===== src/rtl/pe_dispatcher_if.sv =====
// Signal bundle between pe_dispatcher (master) and the host/PE array (slave).
// Abort request/status exist only when PE_DISPATCH_ABORT_EN is defined.
interface pe_dispatcher_if #(
    parameter int PE_COUNT = 4,
    parameter int ROW_W    = 32
);
    logic                      go;
    logic [ROW_W-1:0]          m;
    logic [2*PE_COUNT-1:0]     start_signal;
    logic [ROW_W*PE_COUNT-1:0] row_idx;
    logic [PE_COUNT-1:0]       pe_done;
    logic                      busy;
    logic                      done;
    logic [ROW_W-1:0]          rows_done;
`ifdef PE_DISPATCH_ABORT_EN
    logic                      abort;
    logic                      aborted;

    modport master (
        input  go, m, pe_done, abort,
        output start_signal, row_idx, busy, done, rows_done, aborted
    );
    modport slave (
        output go, m, pe_done, abort,
        input  start_signal, row_idx, busy, done, rows_done, aborted
    );
`else
    modport master (
        input  go, m, pe_done,
        output start_signal, row_idx, busy, done, rows_done
    );
    modport slave (
        output go, m, pe_done,
        input  start_signal, row_idx, busy, done, rows_done
    );
`endif
endinterface


===== src/rtl/pe_dispatcher.sv =====
// Hands out result rows of a job to PE_COUNT PEs via 2-bit start codes and counts completions.
// Optional job abort (code 11, sticky aborted flag) is built when PE_DISPATCH_ABORT_EN is defined.
module pe_dispatcher #(
    parameter int PE_COUNT = 4,
    parameter int ROW_W    = 32
) (
    input  logic            clk,
    input  logic            rst,
    pe_dispatcher_if.master bus
);
    localparam int CNT_W = $clog2(PE_COUNT + 1);

    localparam logic [1:0] C_IDLE  = 2'b00;
    localparam logic [1:0] C_START = 2'b01;
    localparam logic [1:0] C_HOLD  = 2'b10;
`ifdef PE_DISPATCH_ABORT_EN
    localparam logic [1:0] C_ABORT = 2'b11;
`endif

    typedef enum logic [1:0] {
        S_IDLE,
        S_RUN,
        S_FINISH
    } state_t;

    state_t                         r_state, w_state_nxt;
    logic [PE_COUNT-1:0][1:0]       r_code, w_code_nxt;
    logic [PE_COUNT-1:0][ROW_W-1:0] r_row, w_row_nxt;
    logic [ROW_W-1:0]               r_m, w_m_nxt;
    logic [ROW_W-1:0]               r_next_row, w_next_row_nxt;
    logic [ROW_W-1:0]               r_rows_done, w_rows_done_nxt;
    logic                           r_busy, w_busy_nxt;
    logic                           r_done, w_done_nxt;
    logic [ROW_W-1:0]               w_nrow;
    logic [CNT_W-1:0]               w_cnt;
    logic                           w_all_free;
`ifdef PE_DISPATCH_ABORT_EN
    logic                           r_aborted, w_aborted_nxt;
`endif

    always_ff @(posedge clk) begin
        if (rst) begin
            r_state     <= S_IDLE;
            r_code      <= '0;
            r_row       <= '0;
            r_m         <= '0;
            r_next_row  <= '0;
            r_rows_done <= '0;
            r_busy      <= 1'b0;
            r_done      <= 1'b0;
`ifdef PE_DISPATCH_ABORT_EN
            r_aborted   <= 1'b0;
`endif
        end else begin
            r_state     <= w_state_nxt;
            r_code      <= w_code_nxt;
            r_row       <= w_row_nxt;
            r_m         <= w_m_nxt;
            r_next_row  <= w_next_row_nxt;
            r_rows_done <= w_rows_done_nxt;
            r_busy      <= w_busy_nxt;
            r_done      <= w_done_nxt;
`ifdef PE_DISPATCH_ABORT_EN
            r_aborted   <= w_aborted_nxt;
`endif
        end
    end

    always_comb begin
        w_state_nxt     = r_state;
        w_code_nxt      = r_code;
        w_row_nxt       = r_row;
        w_m_nxt         = r_m;
        w_next_row_nxt  = r_next_row;
        w_rows_done_nxt = r_rows_done;
        w_busy_nxt      = r_busy;
        w_done_nxt      = 1'b0;
        w_nrow          = r_next_row;
        w_cnt           = '0;
        w_all_free      = 1'b1;
`ifdef PE_DISPATCH_ABORT_EN
        w_aborted_nxt   = r_aborted;
`endif
        for (int i = 0; i < PE_COUNT; i++) begin
            if (r_code[i] != C_IDLE) w_all_free = 1'b0;
        end

        unique case (r_state)
            S_IDLE: begin
                w_code_nxt = '0;
                if (bus.go) begin
                    // Every PE is free in IDLE, so the first batch is issued on the accepting edge.
                    w_m_nxt         = bus.m;
                    w_rows_done_nxt = '0;
                    w_busy_nxt      = 1'b1;
`ifdef PE_DISPATCH_ABORT_EN
                    w_aborted_nxt   = 1'b0;
`endif
                    w_nrow = '0;
                    for (int i = 0; i < PE_COUNT; i++) begin
                        if (w_nrow < bus.m) begin
                            w_code_nxt[i] = C_START;
                            w_row_nxt[i]  = w_nrow;
                            w_nrow        = w_nrow + ROW_W'(1);
                        end
                    end
                    w_next_row_nxt = w_nrow;
                    w_state_nxt    = (bus.m == '0) ? S_FINISH : S_RUN;
                end
            end
            S_RUN: begin
                // A PE freed on this edge shows 00 for a cycle before it can be picked again.
                for (int i = 0; i < PE_COUNT; i++) begin
                    unique case (r_code[i])
                        C_START: w_code_nxt[i] = C_HOLD;
                        C_HOLD: begin
                            if (bus.pe_done[i]) begin
                                w_code_nxt[i] = C_IDLE;
                                w_cnt         = w_cnt + CNT_W'(1);
                            end
                        end
                        default: begin
                            if (w_nrow < r_m) begin
                                w_code_nxt[i] = C_START;
                                w_row_nxt[i]  = w_nrow;
                                w_nrow        = w_nrow + ROW_W'(1);
                            end else begin
                                w_code_nxt[i] = C_IDLE;
                            end
                        end
                    endcase
                end
                w_next_row_nxt  = w_nrow;
                w_rows_done_nxt = r_rows_done + ROW_W'(w_cnt);
                if (w_all_free && (r_rows_done == r_m)) w_state_nxt = S_FINISH;
`ifdef PE_DISPATCH_ABORT_EN
                if (bus.abort) begin
                    for (int i = 0; i < PE_COUNT; i++) begin
                        w_code_nxt[i] = (r_code[i] != C_IDLE) ? C_ABORT : C_IDLE;
                    end
                    w_row_nxt       = r_row;
                    w_next_row_nxt  = r_next_row;
                    w_rows_done_nxt = r_rows_done;
                    w_busy_nxt      = 1'b0;
                    w_aborted_nxt   = 1'b1;
                    w_state_nxt     = S_IDLE;
                end
`endif
            end
            S_FINISH: begin
                w_done_nxt  = 1'b1;
                w_busy_nxt  = 1'b0;
                w_state_nxt = S_IDLE;
            end
            default: w_state_nxt = S_IDLE;
        endcase
    end

    assign bus.start_signal = r_code;
    assign bus.row_idx      = r_row;
    assign bus.busy         = r_busy;
    assign bus.done         = r_done;
    assign bus.rows_done    = r_rows_done;
`ifdef PE_DISPATCH_ABORT_EN
    assign bus.aborted      = r_aborted;
`endif

endmodule


===== src/flat_wrapper.sv =====
// flat-port wrapper written by rule: the top's interface ports become plain ports
module pe_dispatcher_flat 
#(
    parameter int PE_COUNT = 4,
    parameter int ROW_W    = 32
)
  (clk, rst, bus_go, bus_m, bus_pe_done, bus_start_signal, bus_row_idx, bus_busy, bus_done, bus_rows_done);
  pe_dispatcher_if #(.PE_COUNT(PE_COUNT), .ROW_W(ROW_W)) bus_i ();
  input  logic clk;
  input  logic rst;
  input wire logic [$bits(bus_i.go)-1:0] bus_go;
  input wire logic [$bits(bus_i.m)-1:0] bus_m;
  input wire logic [$bits(bus_i.pe_done)-1:0] bus_pe_done;
  output wire logic [$bits(bus_i.start_signal)-1:0] bus_start_signal;
  output wire logic [$bits(bus_i.row_idx)-1:0] bus_row_idx;
  output wire logic [$bits(bus_i.busy)-1:0] bus_busy;
  output wire logic [$bits(bus_i.done)-1:0] bus_done;
  output wire logic [$bits(bus_i.rows_done)-1:0] bus_rows_done;
  assign bus_i.go = bus_go;
  assign bus_i.m = bus_m;
  assign bus_i.pe_done = bus_pe_done;
  assign bus_start_signal = bus_i.start_signal;
  assign bus_row_idx = bus_i.row_idx;
  assign bus_busy = bus_i.busy;
  assign bus_done = bus_i.done;
  assign bus_rows_done = bus_i.rows_done;
  pe_dispatcher #(.PE_COUNT(PE_COUNT), .ROW_W(ROW_W)) u_core (.clk(clk), .rst(rst), .bus(bus_i));
endmodule

===== config.mk =====
export PLATFORM = sky130hd
export DESIGN_NAME = pe_dispatcher_flat
export DESIGN_NICKNAME = d
export VERILOG_FILES = /design/src/rtl/pe_dispatcher_if.sv /design/src/rtl/pe_dispatcher.sv /design/src/flat_wrapper.sv
export SDC_FILE = /design/constraint.sdc
export NUM_CORES = 1
export LEC_CHECK = 0
export ABC_AREA = 1
export CAP_MARGIN = 0
export CORE_ASPECT_RATIO = 0.5
export CORE_UTILIZATION = 30
export CTS_BUF_LIST = sky130_fd_sc_hd__clkbuf_8
export DETAILED_ROUTE_END_ITERATION = 12
export PLACE_DENSITY_LB_ADDON = 0.1
export SYNTH_ARGS = -nofsm -noshare
export SYNTH_HDL_FRONTEND = slang
export SYNTH_SLANG_ARGS = --single-unit

===== constraint.sdc =====
create_clock -name clk -period 26.1 [get_ports clk]
set_input_delay 5.22 -clock clk [delete_from_list [all_inputs] [get_ports clk]]
set_output_delay 5.22 -clock clk [all_outputs]
set_load 0.01 [all_outputs]

; ---- Word-level counts from Yosys, hierarchy flattened
; Cells that the tools add are included.
; W data, S select, Z words.
[totals]
register_bits = 236
inputBits = 39
output_inout_bits = 170
wordCells = 167
[classes]
addsub = 11
n_lt_le_gt_ge = 8
eq_ne = 29
muxes = 80
reduce_logical = 25
[op_table]
columns = cell, n
row1 = $mux W32, 34
row2 = $pmux W128 S2, 1
row3 = $add A32 B1 Y32 const B, 7
row4 = $lt A32 B32 Y1, 7
row5 = $mux W128, 1
row6 = $pmux W32 S2, 2
row7 = $mux W3, 11
row8 = $add A32 B3 Y32, 1
row9 = $eq A32 B32 Y1, 1
row10 = $logic_not A32 Y1, 1
row11 = $lt A1 B32 Y1 const A, 1
row12 = $pmux W2 S2, 5
row13 = $reduce_and A5 Y1, 4
row14 = $ne A2 B1 Y1 const B, 9
row15 = $mux W1, 16
row16 = $pmux W8 S2, 1
row17 = $reduce_and A2 Y1, 8
row18 = $mux W2, 7
row19 = $ne A3 B3 Y1 const B, 4
row20 = $reduce_bool A2 Y1, 6
row21 = $eq A2 B1 Y1 const B, 5
row22 = $eq A2 B2 Y1 const B, 5
row23 = $ne A2 B2 Y1 const B, 5
row24 = $add A3 B1 Y3 const B, 3
row25 = other kinds (5), 8

; ---- Logic depth before layout (Yosys ltp)
; Gate-level depths: netlist (run 1).
[logic_depth]
ltp_word = 17
ltp_mapped = 66
ltp_nobuf = 63

; ---- Least setup slack after synthesis (run 1)
; OpenSTA, ideal clock, no wires.
[synth_path]
path_kind = input -> register
startpoint = in bus_pe_done[0]
endpoint = reg u_core.r_rows_done[31], in the netlist u_core.bus.rows_done[31]
setup_time_ns = 0.134
arrival_ns = 9.432
required_time_ns = 25.966
slack_ns = 16.534
cell_stages = 37
n_path_buf = 0
path_cell_list = nand2_1 -> inv_1 -> ha_1 -> nand2_1 -> o21ai_0 -> ha_1 -> o21ai_0 -> inv_1 -> ha_1 -> nand2_1 -> o21ai_0 -> ha_1 -> a21oi_1 -> nor2_1 -> nor2_1 -> nor3_1 -> nand2_1 -> nor2_1 -> inv_1 -> nor2_1 -> nand3_1 -> nor3_1 -> nand2_1 -> nor3_1 -> nand3_1 -> inv_1 -> nand3_1 -> nor2_1 -> nand2_1 -> nor2_1 -> nand3_1 -> inv_1 -> nand2_1 -> inv_1 -> nand3_1 -> nor2_1 -> a211oi_1
[synth_via]
elab_chain_len = 17
[synth_lines]
columns = element, line_no
row1 = from (decl), flat_wrapper.sv:13  ; input wire logic [$bits(bus_i.pe_done)-1:0] bus_pe_done;
row2 = $mux W1 *, pe_dispatcher.sv:117  ; if (bus.pe_done[i]) begin
row3 = $mux W3 *, pe_dispatcher.sv:114  ; unique case (r_code[i])
row4 = $mux W3 *, pe_dispatcher.sv:88  ; unique case (r_state)
row5 = $add A3 B1 Y3, pe_dispatcher.sv:119  ; w_cnt = w_cnt + CNT_W'(1);
row6 = $mux W3, pe_dispatcher.sv:117
row7 = $mux W3 *, pe_dispatcher.sv:114
row8 = $mux W3 *, pe_dispatcher.sv:88
row9 = $add A3 B1 Y3, pe_dispatcher.sv:119
row10 = $mux W3, pe_dispatcher.sv:117
row11 = $mux W3 *, pe_dispatcher.sv:114
row12 = $mux W3 *, pe_dispatcher.sv:88
row13 = $add A3 B1 Y3, pe_dispatcher.sv:119
row14 = $mux W3, pe_dispatcher.sv:117
row15 = $mux W3 *, pe_dispatcher.sv:114
row16 = $mux W3 *, pe_dispatcher.sv:88
row17 = $add A32 B3 Y32 *, pe_dispatcher.sv:134  ; w_rows_done_nxt = r_rows_done + ROW_W'(w_cnt);
row18 = $pmux W32 S2 *, pe_dispatcher.sv:88
row19 = to (signal assigned), pe_dispatcher.sv:60  ; r_rows_done <= w_rows_done_nxt;
row20 = to (decl), pe_dispatcher.sv:31  ; logic [ROW_W-1:0] r_rows_done, w_rows_done_nxt;
; Every way passes the cells marked *; elsewhere a longest branch is shown, timed or not. The select of a mux whose other input is x is not followed.
; A chain may end at the register's enable or synchronous reset.

; ---- Worst setup path after layout (run 1)
[layout_path]
startpoint = reg u_core.r_next_row[30]
endpoint = reg u_core.r_row, in the netlist u_core.bus.row_idx[102]
[layout_via]
elab_chain_len = 15
word_cells_on_any_way = 21
cone_classes = add/sub: 3 / order compare: 4 / eq/ne: 1 / mux: 12 / reduce/logical: 1
[layout_lines]
columns = element, line_no
row1 = from (decl), pe_dispatcher.sv:30  ; logic [ROW_W-1:0] r_next_row, w_next_row_nxt;
row2 = from (signal assigned), pe_dispatcher.sv:59  ; r_next_row <= w_next_row_nxt;
row3 = $add A32 B1 Y32 / $lt A32 B32 Y1 (equally long branches), "pe_dispatcher.sv:126, pe_dispatcher.sv:123"
row4 = $mux W32, pe_dispatcher.sv:123  ; if (w_nrow < r_m) begin
row5 = $mux W32 *, pe_dispatcher.sv:114
row6 = $mux W32 *, pe_dispatcher.sv:88
row7 = $add A32 B1 Y32 / $lt A32 B32 Y1 (equally long branches), "pe_dispatcher.sv:126, pe_dispatcher.sv:123"
row8 = $mux W32, pe_dispatcher.sv:123
row9 = $mux W32 *, pe_dispatcher.sv:114
row10 = $mux W32 *, pe_dispatcher.sv:88
row11 = $add A32 B1 Y32 / $lt A32 B32 Y1 (equally long branches), "pe_dispatcher.sv:126, pe_dispatcher.sv:123"
row12 = $mux W32, pe_dispatcher.sv:123
row13 = $mux W32 *, pe_dispatcher.sv:114
row14 = $mux W32 *, pe_dispatcher.sv:88
row15 = $lt A32 B32 Y1 / $mux W32 (equally long branches), pe_dispatcher.sv:123
row16 = $ne A2 B1 Y1 (no line) / $mux W32 (equally long branches), -
row17 = $reduce_and A5 Y1 (no line) / $pmux W128 S2 (equally long branches), -
row18 = to (signal assigned), pe_dispatcher.sv:57  ; r_row <= w_row_nxt;
row19 = to (decl), pe_dispatcher.sv:28  ; logic [PE_COUNT-1:0][ROW_W-1:0] r_row, w_row_nxt;
; Marks and branches as above.

==> results of run 1 <==
-- per-stage QoR --
step / area (sq um) / instances
6_report: 23000 / 4084
5_1_grt: 23000 / 4083
4_1_cts: 23000 / 4082
3_5_place_dp: 22100 / 4011
3_3_place_gp: 22100 / 4011
2_1_floorplan: 19100 / 3039
-- critical path: cells and delay by family, from the launching register on --
family	cells	cell delay (ns)
compound gates	5	1.45
xor+xnor	2	0.77
fa+ha+maj	4	1.35
buf+inv	7	2.12
flops	1	0.61
simple gates	25	5.75
-- flip-flops by register name, summed over array words and instances, names as in the netlist --
name and flops:
u_core.bus.row_idx 128, u_core.bus.rows_done 32, u_core.r_m 32, u_core.r_next_row 32, u_core.bus.start_signal 8, u_core.r_state 2
u_core.bus.busy 1, u_core.bus.done 1
-- worst max-delay path by stage --
stage,startpoint,to,slack (ns)
final,u_core.r_next_row[30],u_core.bus.row_idx[102],13.86
after global routing,u_core.r_next_row[29],u_core.bus.row_idx[125],13.19
after CTS,u_core.r_next_row[29],u_core.bus.row_idx[125],14.26
after detailed placement,u_core.r_next_row[29],u_core.bus.row_idx[125],14.35
after global placement,u_core.r_next_row[29],u_core.bus.row_idx[122],14.62
after floorplan,bus_pe_done[0],u_core.bus.rows_done[31],16.53
-- routing by layer --
layer | up-vias | wire [um] | track usage, %
met5 | - | 49 | 0
met4 | 6 | 2780 | 8.41
met3 | 130 | 10300 | 9.19
met2 | 928 | 36400 | 38.5
met1 | 10100 | 45100 | 41.6
li1 | 10400 | - | -
-- synthesized netlist by cell type, drive strengths merged (2+ instances only) --
master,count
a211oi,28
a21boi,3
a21oi,247
a221oi,4
a22oi,8
a311oi,3
a31oi,11
and3,2
buf,46
clkbuf,72
clkinv,7
dfxtp,236
ha,151
inv,290
nand2,920
nand3,261
nand4,92
nor2,346
nor3,52
nor3b,2
nor4,26
o211ai,4
o21a,3
o21ai,126
o221a,3
o221ai,5
o22ai,2
or2,10
xnor2,6
xor2,63
-- final cells by class --
type	instances	area, sq um
fill	6925	40000
multi-input combinational	2386	12800
sequential	236	4720
timing repair buffer	255	2430
inverter	297	1120
tap	837	1050
clock buffer	52	716
clock inverter	19	199
antenna	2	5.00
-- placed cells by master (no fill, tap or decap), drive strengths merged, types with 2 or more instances in the layout --
cell,Yosys,layout
nand2,920,920
nor2,346,346
inv,290,298
nand3,261,261
a21oi,247,247
dfxtp,236,236
clkdlybuf4s50,0,207
ha,151,151
o21ai,126,126
nand4,92,92
xor2,63,63
clkbuf,72,52
nor3,52,52
buf,46,48
a211oi,28,28
nor4,26,26
clkinv,7,15
a31oi,11,11
or2,10,10
a22oi,8,8
xnor2,6,6
o221ai,5,5
o211ai,4,4
a221oi,4,4
o21a,3,3
o221a,3,3
a311oi,3,3
bufinv,0,3
a21boi,3,3
diode,0,2
nor3b,2,2
and3,2,2
o22ai,2,2
-- cell families after synthesis --
family	synth area share, %
compound gates	13.4
simple gates	39.7
xor+xnor	3.41
fa+ha+maj	9.97
flops	24.7
buf+inv	8.83
==> results.tsv, run 1 <==
stage	metric	value	unit
run_status	run_status	complete, but fails checks	
run_status	violations_in_the_final_reports	DRC	
grt	global_route.overflow_total	0	
grt	first_global_vias	19500	
synth	synth_edf_count	0	
timing	final.min_clock_period	12.24	ns
flow_run	maxCapViolCount	0	
worst_setup_path	crit_top_cell	sky130_fd_sc_hd__nand4_1	
synth	synth_area	19100	sq um
worst_setup_path	reg2regPathDepth	43	
floorplan	initial_core_util	30.4	%
worst_setup_path	critical_path_class	reg -> reg	
timing	final_max_slew_viol_count	0	
timing	layout_setup_ws	13.86	ns
clock_network	tritoncts_clock_tree	done	
synth	synthDistinctLibCells	64	
grt	antenna_found_initial	8	
timing	report.final.hold_viol_count	0	
timing	fin_crit_sh	46.9	%
detailed_routing	drt_pre_antenna_iters	10	
clock_network	cts_setup_buffers	0	
clock_network	clkLatencyLatePin	0.65	ns
synth	synth-main-ff-cell	sky130_fd_sc_hd__dfxtp_1	
synth	yosys_register_bits	236	
detailed_routing	drc	4	
detailed_routing	route.antenna.remaining_nets	0	
clock_network	cts.repair.resized	0	
detailed_routing	drt_wl_total	94600	um
grt	grt_pass1_wl	136000	um
worst_setup_path	timing.critical_path.to_type	flop	
worst_setup_path	critPathArrivalTime	12.79	ns
floorplan	rows	65	
detailed_routing	detail_route.vias_per_cell	5.29	
timing	setup_repair_after_global_routing_missed_its_margin	false	
worst_setup_path	worst_r2r_startpoint	u_core.r_next_row[30]	
layout	drive_above_1_share	8.97	%
timing	whs	0.464	ns
synth	post_synthesis_instance_total	3039	
grt	grt_start_max_net_pins	88	
synth	synth_top_area_share	24.7	%
clock_network	number_of_clock_sinks	236	
synth	yosys_warnings	0	
floorplan	coreArea	63000	sq um
layout	fin_util	36.5	%
worst_hold_path	hold_path_class	reg -> reg	
synth	mappedNetlistNets	3230	
worst_hold_path	endpoint_worst_hold	u_core.bus.row_idx[17]	
worst_setup_path	critical-path-slowest-cell	sky130_fd_sc_hd__inv_1	
worst_setup_path	critPathMaxFanout	33	
worst_hold_path	hp-start	u_core.bus.row_idx[17]	
clock_network	cts_inserted_buffers	40	
synth	synth.top_cells.by_area	sky130_fd_sc_hd__dfxtp_1 (25%), sky130_fd_sc_hd__nand2_1 (17%), sky130_fd_sc_hd__ha_1 (9.9%), sky130_fd_sc_hd__nand3_1 (6.7%), sky130_fd_sc_hd__a21oi_1 (6.1%)	
detailed_routing	vias	21600	
worst_setup_path	timing.reg2reg.setup_slack	13.86	ns
timing	max-slew-margin-rel	14.5	%
worst_setup_path	critical_path.reg2reg.endpoint	u_core.bus.row_idx[102]	
layout	final_net_count	3407	
detailed_routing	post_drt_wl_per_cell	23.2	um
floorplan	floorplan_die_height	181	um
clock_network	cts_root_buffer	sky130_fd_sc_hd__clkbuf_8	
floorplan	design.die.area	64900	sq um
floorplan	die_width	359	um
grt	grtUsageTotal	28.4	%
clock_network	cts_max_level	2	
worst_hold_path	hold-path-cell-count	2	
placement	pre_cts_ws	14.35	ns
timing	fmax	81.7	MHz
timing	fin_skew	0.0538	ns
timing	final.setup.tns	0	ns
worst_setup_path	start_kind	flop	
timing	setup_violations	0	
layout	area.growth.synth_to_final	20.1	%
synth	synth-seq-area-share	24.7	%
clock_network	maximum_buffer_depth_of_the_clock_tree	3	
synth	post_synth.cell_area_avg	6.30	sq um
synth	synthDominantAreaCellType	sky130_fd_sc_hd__dfxtp_1	
placement	place.detailed.hpwl	74900	um
worst_setup_path	timing.critical_path.required	26.65	ns
clock_network	cts_hold_buffers	0	
floorplan	ios	209	
clock_network	clkSlewWorstSetupHoldPaths	0.07	ns
placement	placement.io_buffers	208	
placement	routabilityCongestion	0.993	
worst_setup_path	crit_path_max_incr_delay	0.83	ns
detailed_routing	detailedRoute.firstIterationViolations	2665	
timing	worst-slew-pin-transition	1.28	ns
synth	async_flop_share	0	%
Power of run 1 is not shown: default switching activity piles up to over one toggle a cycle in this logic, so the estimate is an artifact.
==> inputs of run 2 (changes only) <==
==> constraint.sdc (replaced) <==
create_clock -name clk -period 12.4 [get_ports clk]
set_input_delay 2.48 -clock clk [delete_from_list [all_inputs] [get_ports clk]]
set_output_delay 2.48 -clock clk [all_outputs]
set_load 0.01 [all_outputs]
==> results.tsv, run 2 (synthesis results as in run 1) <==
stage	metric	value	unit	change
clock_network	maximum_buffer_depth_of_the_clock_tree	3		unchanged
grt	grtUsageTotal	29.7	%	was 28.4%
floorplan	floorplan_die_height	181	um	unchanged
worst_hold_path	hold_path_class	reg -> reg		unchanged
layout	drive_above_1_share	8.63	%	was 8.97%
layout	sequential_cell_area	4720	sq um	unchanged
grt	grt_pass1_wl	143000	um	was 136000 um
layout	layout.cells.most_common	sky130_fd_sc_hd__nand2_1		unchanged
clock_network	cts_inserted_buffers	40		unchanged
timing	final_max_slew_viol_count	0		unchanged
worst_setup_path	crit_path_start	u_core.r_next_row[21]		was u_core.r_next_row[30]
clock_network	clkSlewWorstSetupHoldPaths	0.06	ns	was 0.07 ns
grt	global_route.overflow_total	0		unchanged
detailed_routing	route.top_layer_used	met5		unchanged
worst_setup_path	timing.critical_path.required	12.98	ns	was 26.65 ns
timing	report.final.hold_viol_count	0		unchanged
worst_setup_path	start_kind	flop		unchanged
floorplan	initial_core_util	30.4	%	unchanged
worst_setup_path	critical_path.reg2reg.endpoint	u_core.r_next_row[15]		was u_core.bus.row_idx[102]
worst_setup_path	timing.reg2reg.setup_slack	1.61	ns	was 13.86 ns
worst_setup_path	reg2regPathDepth	46		was 43
clock_network	cts.repair.resized	0		unchanged
detailed_routing	drt_pre_antenna_iters	10		unchanged
run_status	run_status	finished, final reports clean		was complete, but fails checks
detailed_routing	post_drt_wl_per_cell	24.2	um	was 23.2 um
worst_setup_path	setup.worst_path.end	u_core.r_next_row[15]		was u_core.bus.row_idx[102]
worst_setup_path	crit_top_cell	sky130_fd_sc_hd__nand2_1		was sky130_fd_sc_hd__nand4_1
timing	fin_crit_sh	87.0	%	was 46.9%
timing	max-slew-margin-rel	21.1	%	was 14.5%
layout	top_library_cells_by_usage_in_the_layout_fill_and_taps_aside	sky130_fd_sc_hd__nand2_1 (872), sky130_fd_sc_hd__nor2_1 (297), sky130_fd_sc_hd__inv_1 (279)		was sky130_fd_sc_hd__nand2_1 (872), sky130_fd_sc_hd__nor2_1 (297), sky130_fd_sc_hd__inv_1 (269)
grt	antenna_found_initial	6		was 8
floorplan	die_width	359	um	unchanged
detailed_routing	met2WireLength	39200	um	was 36400 um
placement	placement.io_buffers	208		unchanged
clock_network	clkLatencyLatePin	0.67	ns	was 0.65 ns
clock_network	cts_hold_buffers	0		unchanged
worst_setup_path	critPathArrivalTime	11.37	ns	was 12.79 ns
detailed_routing	vias	22200		was 21600
worst_setup_path	critical-path-slowest-cell	sky130_fd_sc_hd__dfxtp_1		was sky130_fd_sc_hd__inv_1
timing	setup_violations	0		unchanged
worst_setup_path	crit_path_max_incr_delay	0.80	ns	was 0.83 ns
flow_run	maxCapViolCount	0		unchanged
layout	largest_reg_flops	128		unchanged
clock_network	number_of_clock_sinks	236		unchanged
floorplan	coreArea	63000	sq um	unchanged
layout	multi_input_logic_area	12800	sq um	unchanged
timing	final.min_clock_period	10.79	ns	was 12.24 ns
placement	routabilityCongestion	1.03		was 0.993
detailed_routing	detail_route.vias_per_cell	5.43		was 5.29
grt	first_global_vias	20200		was 19500
timing	final.setup.tns	0	ns	unchanged
clock_network	cts_setup_buffers	0		unchanged
clock_network	tritoncts_clock_tree	done		unchanged
grt	grt_start_max_net_pins	91		was 88
floorplan	design.die.area	64900	sq um	unchanged
floorplan	rows	65		unchanged
detailed_routing	met3_wirelength	9090	um	was 10300 um
detailed_routing	drt_wl_total	98600	um	was 94600 um
timing	worst-slew-pin-transition	1.18	ns	was 1.28 ns
timing	fin_skew	0.0790	ns	was 0.0538 ns
layout	area.growth.synth_to_final	19.6	%	was 20.1%
worst_setup_path	worst_r2r_startpoint	u_core.r_next_row[21]		was u_core.r_next_row[30]
detailed_routing	drc	0		was 4
clock_network	cts_max_level	2		unchanged
timing	fmax	92.7	MHz	was 81.7 MHz
layout	final_net_count	3405		was 3407
worst_hold_path	hold-path-cell-count	2		unchanged
floorplan	ios	209		unchanged
clock_network	cts_root_buffer	sky130_fd_sc_hd__clkbuf_8		unchanged
layout	filler_cell_count	6965		was 6925
detailed_routing	detailedRoute.firstIterationViolations	2625		was 2665
detailed_routing	route.layer.met1.wl	48300	um	was 45100 um
placement	place.detailed.hpwl	77000	um	was 74900 um
detailed_routing	route.antenna.remaining_nets	0		unchanged
worst_setup_path	critPathMaxFanout	28		was 33
worst_setup_path	timing.critical_path.to_type	flop		unchanged
timing	setup_repair_after_global_routing_missed_its_margin	false		unchanged
worst_setup_path	critical_path_class	reg -> reg		unchanged
[run 2: worst min path at each step]
stage,start,endpoint,slack [ns]
global placement,u_core.bus.row_idx[33],u_core.bus.row_idx[33],0.45
finish,u_core.bus.row_idx[74],u_core.bus.row_idx[74],0.46
detailed placement,u_core.bus.row_idx[61],u_core.bus.row_idx[61],0.45
global route,u_core.bus.row_idx[34],u_core.bus.row_idx[34],0.48
CTS,u_core.bus.row_idx[34],u_core.bus.row_idx[34],0.47
floorplan,u_core.bus.busy,u_core.bus.busy,0.48
[run 2: per-stage QoR]
step           util [%]  setup WS (ns)  cell area, sq um  hold WS, ns  std cells
5_1_grt            36.3           1.00             22900        0.479       4082
2_1_floorplan         -           4.08             19100        0.483       3039
6_report           36.3           1.61             22900        0.463       4082
3_5_place_dp       35.0           1.90             22100        0.455       4009
3_3_place_gp       35.0           1.87             22100        0.455       4009
4_1_cts            36.3           1.85             22900        0.465       4081
[run 2: area by class of cell]
class	count	share of cell area (%)
multi-input cells	2386	55.7
clock inverters	26	0.814
diodes	1	0.0109
inverters	297	4.89
repair buffers	253	10.6
clock buffers	46	2.77
well taps	837	4.57
flip-flops and latches	236	20.6
[run 2: metal layers]
layer / global-route usage [%] / vias up
li1: - / 10400
met4: 5.87 / 4
met2: 42.0 / 995
met5: 0 / -
met1: 45.4 / 10600
met3: 5.96 / 130
[run 2: critical path, delay by kind of cell, from the launching register on]
kind | cells | cell delay (ns)
adder cells (fa/ha/maj) | 4 | 1.33
flip-flops | 1 | 0.80
AO/OA/AOI/OAI | 5 | 0.89
AND/OR/NAND/NOR | 26 | 4.92
buffers and inverters | 9 | 2.06
XOR/XNOR | 2 | 0.66
Power of run 2 is left out for the same reason.
